### config.mk
export PLATFORM = sky130hd
export DESIGN_NAME = ps2_rx_ctrl
export DESIGN_NICKNAME = d
export VERILOG_FILES = /design/src/rtl/ps2_rx_ctrl.sv
export SDC_FILE = /design/constraint.sdc
export NUM_CORES = 1
export LEC_CHECK = 0
export CAP_MARGIN = 20
export CORE_AREA = 2 2 63 59
export DETAILED_ROUTE_END_ITERATION = 10
export DIE_AREA = 0 0 65 61
export GPL_TIMING_DRIVEN = 0
export PLACE_DENSITY = 0.66
export SYNTH_ARGS = -nofsm -noshare
export SYNTH_HDL_FRONTEND = slang
export SYNTH_SLANG_ARGS = --single-unit
### constraint.sdc
create_clock -name clk -period 2.3 [get_ports clk]
set_clock_uncertainty 0.05 [all_clocks]
set_input_delay 0.46 -clock clk [delete_from_list [all_inputs] [get_ports clk]]
set_output_delay 0.46 -clock clk [all_outputs]
set_load 0.005 [all_outputs]
### src/rtl/ps2_rx_ctrl.sv
// ps2_rx_ctrl
// -----------------------------------------------------------------------------
// PS/2 device-to-host receive controller. Takes the debounced PS/2 clock and
// data lines (both already synchronous to clk and equally delayed), frames the
// 11-bit packet (start, 8 data LSB first, odd parity, stop), checks parity and
// the stop bit, and offers each good byte on a valid/ready port.
//
// Optional feature macro: PS2_RX_TIMEOUT_EN
//   defined   : a watchdog aborts a frame after TIMEOUT clk cycles without a
//               PS/2 clock falling edge and pulses o_timeout_err.
//   undefined : no watchdog, o_timeout_err is always 0, TIMEOUT is ignored.
//
// Ports
//   clk           in   system clock
//   rst_n         in   asynchronous active-low reset
//   i_ps2_clk     in   debounced PS/2 clock
//   i_ps2_data    in   debounced PS/2 data
//   o_rx_data     out  received byte, stable while o_rx_valid=1
//   o_rx_valid    out  o_rx_data holds an unconsumed byte
//   i_rx_ready    in   consumer accepts o_rx_data this cycle
//   o_parity_err  out  1-cycle pulse, parity wrong, byte dropped
//   o_frame_err   out  1-cycle pulse, stop bit was 0, byte dropped
//   o_overrun_err out  1-cycle pulse, good byte dropped (holding reg full)
//   o_timeout_err out  1-cycle pulse, frame aborted by watchdog
//   o_busy        out  receiver is inside a frame
//   o_state       out  debug view of the FSM state (0 IDLE,1 DATA,2 PARITY,3 STOP)
//
// Handshake: a transfer happens on every cycle where o_rx_valid & i_rx_ready
// are both 1. o_rx_valid drops the following cycle unless a new byte is loaded
// in that same cycle, in which case it stays 1 with the new data. i_rx_ready
// while o_rx_valid=0 is ignored; o_rx_data never changes while a byte waits.
// -----------------------------------------------------------------------------
module ps2_rx_ctrl #(
  parameter int TIMEOUT = 12500
) (
  input  logic       clk,
  input  logic       rst_n,
  input  logic       i_ps2_clk,
  input  logic       i_ps2_data,
  output logic [7:0] o_rx_data,
  output logic       o_rx_valid,
  input  logic       i_rx_ready,
  output logic       o_parity_err,
  output logic       o_frame_err,
  output logic       o_overrun_err,
  output logic       o_timeout_err,
  output logic       o_busy,
  output logic [1:0] o_state
);

  typedef enum logic [1:0] {
    IDLE   = 2'd0,
    DATA   = 2'd1,
    PARITY = 2'd2,
    STOP   = 2'd3
  } state_t;

  state_t     r_state;
  logic       r_clk_prev;
  logic [2:0] r_bit_cnt;
  logic [7:0] r_shift;
  logic       r_par_acc;
  logic       r_par_bit;
  logic [7:0] r_rx_data;
  logic       r_rx_valid;
  logic       r_parity_err;
  logic       r_frame_err;
  logic       r_overrun_err;
  logic       r_timeout_err;
  logic       r_busy;

  logic       w_fall;
  logic       w_timeout;

  // Reset value 0 of r_clk_prev means the debouncer's low-after-reset output
  // can never look like a falling edge; the line has to go high first.
  assign w_fall = r_clk_prev & ~i_ps2_clk;

  always_ff @(posedge clk or negedge rst_n) begin
    if (!rst_n) r_clk_prev <= 1'b0;
    else        r_clk_prev <= i_ps2_clk;
  end

`ifdef PS2_RX_TIMEOUT_EN
  localparam int WD_W = $clog2(TIMEOUT + 1);

  logic [WD_W-1:0] r_wd_cnt;

  always_ff @(posedge clk or negedge rst_n) begin
    if (!rst_n) begin
      r_wd_cnt <= '0;
    end else if (r_state == IDLE || w_fall) begin
      r_wd_cnt <= '0;
    end else if (r_wd_cnt != WD_W'(TIMEOUT)) begin
      r_wd_cnt <= r_wd_cnt + WD_W'(1);
    end
  end

  // A fall in the same cycle counts as activity, so it wins over the abort;
  // this also keeps timeout_err exclusive with the stop-bit error pulses.
  assign w_timeout = (r_state != IDLE) && !w_fall && (r_wd_cnt == WD_W'(TIMEOUT));
`else
  logic w_unused_timeout;
  assign w_unused_timeout = (TIMEOUT != 0);
  assign w_timeout        = 1'b0;
`endif

  always_ff @(posedge clk or negedge rst_n) begin
    if (!rst_n) begin
      r_state       <= IDLE;
      r_bit_cnt     <= 3'd0;
      r_shift       <= 8'h00;
      r_par_acc     <= 1'b0;
      r_par_bit     <= 1'b0;
      r_rx_data     <= 8'h00;
      r_rx_valid    <= 1'b0;
      r_parity_err  <= 1'b0;
      r_frame_err   <= 1'b0;
      r_overrun_err <= 1'b0;
      r_timeout_err <= 1'b0;
      r_busy        <= 1'b0;
    end else begin
      r_parity_err  <= 1'b0;
      r_frame_err   <= 1'b0;
      r_overrun_err <= 1'b0;
      r_timeout_err <= 1'b0;

      // Consumer takes the byte; a load below in this same cycle overrides.
      if (r_rx_valid && i_rx_ready) r_rx_valid <= 1'b0;

      if (w_timeout) begin
        r_state       <= IDLE;
        r_busy        <= 1'b0;
        r_timeout_err <= 1'b1;
      end else if (w_fall) begin
        case (r_state)
          IDLE: begin
            // A high data line at a fall is not a start bit; ignore it.
            if (!i_ps2_data) begin
              r_state   <= DATA;
              r_busy    <= 1'b1;
              r_bit_cnt <= 3'd0;
              r_par_acc <= 1'b0;
            end
          end
          DATA: begin
            r_shift   <= {i_ps2_data, r_shift[7:1]};
            r_par_acc <= r_par_acc ^ i_ps2_data;
            r_bit_cnt <= r_bit_cnt + 3'd1;
            if (r_bit_cnt == 3'd7) r_state <= PARITY;
          end
          PARITY: begin
            r_par_bit <= i_ps2_data;
            r_state   <= STOP;
          end
          STOP: begin
            r_state <= IDLE;
            r_busy  <= 1'b0;
            if (!i_ps2_data) begin
              r_frame_err <= 1'b1;
            end else if ((r_par_acc ^ r_par_bit) != 1'b1) begin
              r_parity_err <= 1'b1;
            end else if (!r_rx_valid || i_rx_ready) begin
              r_rx_data  <= r_shift;
              r_rx_valid <= 1'b1;
            end else begin
              r_overrun_err <= 1'b1;
            end
          end
          default: r_state <= IDLE;
        endcase
      end
    end
  end

  assign o_rx_data     = r_rx_data;
  assign o_rx_valid    = r_rx_valid;
  assign o_parity_err  = r_parity_err;
  assign o_frame_err   = r_frame_err;
  assign o_overrun_err = r_overrun_err;
  assign o_timeout_err = r_timeout_err;
  assign o_busy        = r_busy;
  assign o_state       = r_state;

endmodule

==> results of run 1 <==
==> cell families after synthesis <==
family / after synthesis / share of synthesized area
and+or+nand+nor: 23 / 0.1170
DFF: 29 / 0.5519
other: 1 / 0.002852
buffers and inverters: 5 / 0.02855
AOI/OAI and AO/OA: 6 / 0.03521
xor gates and xnor gates: 1 / 0.006662
adders and majority gates: 6 / 0.05709
muxes: 21 / 0.2008
==> per-stage QoR <==
stage	util	cell area [sq um]	setup slack (ns)
final	0.5065	1660	0.5501
after global routing	0.5065	1660	0.4899
after CTS	0.5065	1660	0.5493
after detailed placement	0.4813	1578	0.2386
after global placement	0.4729	1550	0.2504
after floorplan	-	1315	0.7088
==> worst paths after layout <==
kind                               from      endpoint  slack [ns]  cells past startpoint
setup / recovery              i_ps2_clk  o_rx_data[1]        0.55                      5
hold / removal               i_ps2_data   o_frame_err        0.34                      2
setup reg to reg             o_state[1]  o_rx_data[1]        0.60                      5
hold reg to reg            o_rx_data[4]  o_rx_data[4]        0.46                      1
max in group asynchronous         rst_n  r_bit_cnt[0]        1.15                      2
min in group asynchronous         rst_n  o_rx_data[0]        0.54                      1
==> worst register-to-register path, cell delays in order (launching register included) <==
cell	delay [ns]
dfrtp_1	0.40
ha_1	0.30
nand4b_4	0.13
and3b_1	0.24
buf_6	0.16
mux2_4	0.31
==> routing by layer <==
layer | part of all wire | up-vias
met5 | 0 | -
met4 | 0.013 | 0
met3 | 0.062 | 5
met2 | 0.50 | 21
met1 | 0.43 | 394
li1 | - | 371
==> final cells by class <==
cell class | count | area, sq um | share of cell area
clock inverter | 2 | 10.01 | 0.006029
tap | 44 | 55.05 | 0.03316
buffer | 3 | 30.03 | 0.01809
multi-input combinational | 58 | 551.8 | 0.3323
sequential | 29 | 725.7 | 0.4371
inverter | 2 | 7.507 | 0.004521
timing repair buffer | 19 | 207.7 | 0.1251
clock buffer | 6 | 72.57 | 0.04371
==> placed cells by master (no fill, tap or decap) <==
master / Yosys / layout
dfrtp_1: 29 / 29
buf_16: 0 / 1
nor2_1: 4 / 4
mux2_4: 8 / 8
and3_1: 1 / 1
mux2_1: 1 / 1
o31ai_1: 1 / 1
clkdlybuf4s50_1: 0 / 18
ha_1: 6 / 6
nand4b_4: 1 / 1
xor2_1: 1 / 1
and4bb_2: 1 / 1
o211ai_1: 1 / 1
and3b_1: 1 / 1
inv_1: 2 / 2
clkinv_2: 0 / 2
nor3b_1: 1 / 1
nand4bb_1: 1 / 1
mux2i_1: 2 / 2
nand2_1: 6 / 6
nand3_1: 1 / 1
clkbuf_8: 0 / 5
or2b_1: 1 / 1
clkbuf_1: 0 / 1
a22o_1: 3 / 3
mux2_2: 10 / 10
nand2b_1: 3 / 3
conb_1: 1 / 1
and2b_2: 1 / 1
buf_4: 1 / 1
buf_6: 2 / 2
nand2_2: 1 / 1
a21oi_1: 1 / 1
==> registers in the layout (all words and copies together) (netlist names) <==
signal         cells
o_overrun_err      1
o_busy             1
o_parity_err       1
o_frame_err        1
r_shift            8
r_par_acc          1
o_rx_valid         1
r_bit_cnt          3
r_clk_prev         1
r_par_bit          1
o_state            2
o_rx_data          8
==> where the power goes <==
| group | total, mW | internal [mW] | switching (mW) | leakage (nW) |
|---|---|---|---|---|
| registers | 0.807 | 0.688 | 0.119 | 0.377 |
| logic | 0.594 | 0.379 | 0.215 | 0.371 |
| clock network | 0.399 | 0.209 | 0.190 | 0.0450 |
| total | 1.80 | 1.28 | 0.524 | 0.793 |
==> flow_summary.toml, run 1 <==
[hold_path]
holdCritPathClass = "in -> reg"

[worst_setup_path]
cp.buffers_inverters = 2
crit_type = "in -> reg"
cp_data_required_time_ns = 2.41
cpPeakStageDelay_ns = 0.49
worst_setup_path_end_kind = "register"
crit_family = "buffers and inverters"
critPathMaxFanout = 8
cpMaxStageDelayCell = "clkdlybuf4s50_1"
worstPathArrival_ns = 1.86
path_cells = "clkdlybuf4s50_1 -> nand4b_4 -> and3b_1 -> buf_6 -> mux2_4"
start_kind = "input pin"

[logic_synthesis]
synth.largest_area_cell = "dfrtp_1"
synth_seq_cells = 29
yosysSeqAreaShare = 0.5519
synthArstFlopShare = 1.000
synth_flop_cell = "dfrtp_1"
synth.area.top_cells = "dfrtp_1 55%, mux2_4 9.1%, mux2_2 8.6%"
synthCells = 92
netlist_area_sq_um = 1315
syn-num-nets = 103
netlist_top_cells_count = "29 x dfrtp_1, 10 x mux2_2, 8 x mux2_4"
avgSynthCellArea_sq_um = 14.29
synth_edf_count = 0
yosysMostFrequentCell = "dfrtp_1"
ys_warn_count = 0
synth_top_area_frac = 0.5519
synthDistinctLibCells = 28

[route]
drt-total-wl_um = 2154
ant_nets = 0
firstDrtPassIters = 3
drtIter0Drc = 10
drc_errors = 0
vias = 791
wire_per_inst_um = 13.21
viasPerCell = 4.853

[finish]
area_delta_synth_final_pct = 26.26
layout.cells.non_filler = 163
nets = 129
num-fill-cells = 312
antennaDiodeCount = 0
drive_above_1_share = 0.2773

[pwr]
p_per_area_nw_per_um2 = 1084
p_leak_nw = 0.7926
ir_drop_mv = 0.4880
fin_total_pwr_mw = 1.801

[placement]
gp_congestion = 0.6773
place_hpwl_um = 1579
dp_cells = 155
portBuffers = 18

[timing]
setup_viol = 0
fin_tns_setup_ns = 0
timing.fmax_ghz = 0.5714
fin_crit_sh = 0.7608
hold_violations = 0
period_minus_slack_ns = 1.750
slew_headroom = 0.5611
slew_violations = 0
worst_slew_pin_slew_ns = 0.6563
whs_ns = 0.3418
rsz0062_at_grt = "no"

[global_routing]
grt_overflow = 0
grt_max_degree = 19
grt_pass1_wl_um = 3677
grt_most_used_layer = "met2"
use_met3 = 0.05751
grt_pass1_vias = 819
antenna_found_initial = 0
grt_util_met1 = 0.1466
use_met2 = 0.2180
grt_util_all_layers = 0.1310

[clocking]
cts_buffers = 5
clock_latency_ns = 0.28
clock-sinks = 29
htreeDepth = 2
ctsLongestPathBuffers = 2
cts-root-buf = "clkbuf_8"
postCtsHoldBufs = 0
post_cts_buffers = 0
ctsResizeCount = 0
clk_pin_slew_ns = 0.06
cts_tree = "built"

[floorplan]
io_pins = 21
coreArea_sq_um = 3278
start_util = 0.4011
fp-row-count = 20
dieArea_sq_um = 3965
die_w_um = 65
die_height_um = 61

[flow_run]
cap_violations = 0

[status]
status = "finished, final reports clean"
Power figures use the tool's default switching activity.
==> run 2, diff against run 1 <==
Settings changed: PLACE_DENSITY 0.66 to 0.69.
Clock period 2.3 ns to 1.5 ns, I/O delays scaled along.
==> flow_summary.toml, run 2 (synthesis gave the netlist of run 1 again) <==
[floorplan]
die_w_um = 65
coreArea_sq_um = 3278
start_util = 0.4011
io_pins = 21
dieArea_sq_um = 3965
die_height_um = 61
fp-row-count = 20

[pwr]
p_leak_nw = 0.9789
fin_total_pwr_mw = 2.904
p_per_area_nw_per_um2 = 1647
ir_drop_mv = 0.9202

[global_routing]
grt_max_degree = 19
grt_util_all_layers = 0.1316
antenna_found_initial = 0
grt_overflow = 0
grt_pass1_wl_um = 3801
grt_pass1_vias = 814

[timing]
worst_slack_ns = -0.04961
setup_viol = 10
fin_crit_sh = 1.033
whs_ns = 0.1902
period_minus_slack_ns = 1.550
timing.fmax_ghz = 0.6453
slew_headroom = 0.5692
rsz0062_at_grt = "yes"
hold_violations = 0
slew_violations = 0
fin_tns_setup_ns = -0.3492
worst_slew_pin_slew_ns = 0.6441

[clocking]
htreeDepth = 2
cts_tree = "built"
clock_latency_ns = 0.27
postCtsHoldBufs = 0
cts-root-buf = "clkbuf_8"
clock-sinks = 29
clk_pin_slew_ns = 0.06
cts_buffers = 5
ctsLongestPathBuffers = 2

[flow_run]
cap_violations = 0

[finish]
final_cell_mix = "27 x dfrtp_1, 10 x mux2_2, 8 x mux2_4, 8 x buf_4, 8 x dlymetal6s2s_1"
antennaDiodeCount = 0
layout.cells.non_filler = 170
drive_above_1_share = 0.3571
area_delta_synth_final_pct = 34.06
final_common_cell = "dfrtp_1"
fin_area_sq_um = 1763
fin_util = 0.5378
nets = 136

[hold_path]
min-delay-start = "i_ps2_data"
holdCritPathClass = "in -> reg"
hold_depth = 2

[route]
vias = 819
drtIter0Drc = 28
wire_per_inst_um = 13.03
viasPerCell = 4.818
ant_nets = 0
drc_errors = 0
firstDrtPassIters = 4
drt-total-wl_um = 2215

[status]
status = "complete, but fails checks"
violations = "negative setup slack"

[placement]
place_hpwl_um = 1606
dp_worst_setup_slack_ns = -0.3947
portBuffers = 18
dpl_cell_area_sq_um = 1592
gp_congestion = 0.6982
dp_cells = 155

[worst_setup_path]
startpoint = "o_state[0]"
worstPathArrival_ns = 1.66
crit_type = "reg -> reg"
reg2reg_slack_ns = -0.05
r2r_start = "o_state[0]"
worst_setup_path_end_kind = "register"
r2r_cells = 5
cp_data_required_time_ns = 1.61
start_kind = "register"
critPathMaxFanout = 8
## run 2: changes by cell type in the layout (fill, tap and decap cells not counted), moves of 2 or more
cell             change
ha_1                 -3
dlymetal6s2s_1       +8
clkdlybuf4s50_1     -12
dfrtp_2              +2
dfrtp_1              -2
dlygate4sd2_1        +4
buf_4                +7
ha_4                 +2
## run 2: what timing repair did
action	CTS	global route
resized for setup	7	10
pin swaps	1	1
endpoints found under the setup margin	25	29
cloned	0	0
setup buffers	3	4
## run 2: power breakdown
part	internal [mW]	switching, mW
clock network	0.320	0.286
registers	1.06	0.195
logic	0.656	0.384
total	2.04	0.866
## run 2: worst max-delay path, stage by stage, from the launching register on
cell and delay, ns:
dfrtp_2 0.41, ha_4 0.16, nand4b_4 0.10, and3b_1 0.23, buf_6 0.17, mux2_4 0.31
## run 2: cell type report
class                      instances  area, sq um
fill                             280         1515
sequential                        29        728.2
multi-input combinational         58        584.3
timing repair buffer              26        275.3
clock buffer                       6        72.57
tap                               44        55.05
buffer                             3        30.03
clock inverter                     2        10.01
inverter                           2        7.507
## run 2: worst paths after layout
path                           endpoint
max                        o_rx_data[3]
min                         o_frame_err
max reg2reg                o_rx_data[3]
min reg2reg                o_rx_data[0]
max in group asynchronous    o_state[0]
min in group asynchronous  o_rx_data[0]
## run 2: metal layers
metal  vias up  track usage  wire length [um]
met1       411       0.1565              1017
met3         7      0.04267               104
met5         -            0                 0
met4         0      0.06383                40
met2        20       0.2194              1053
li1        381            -                 -
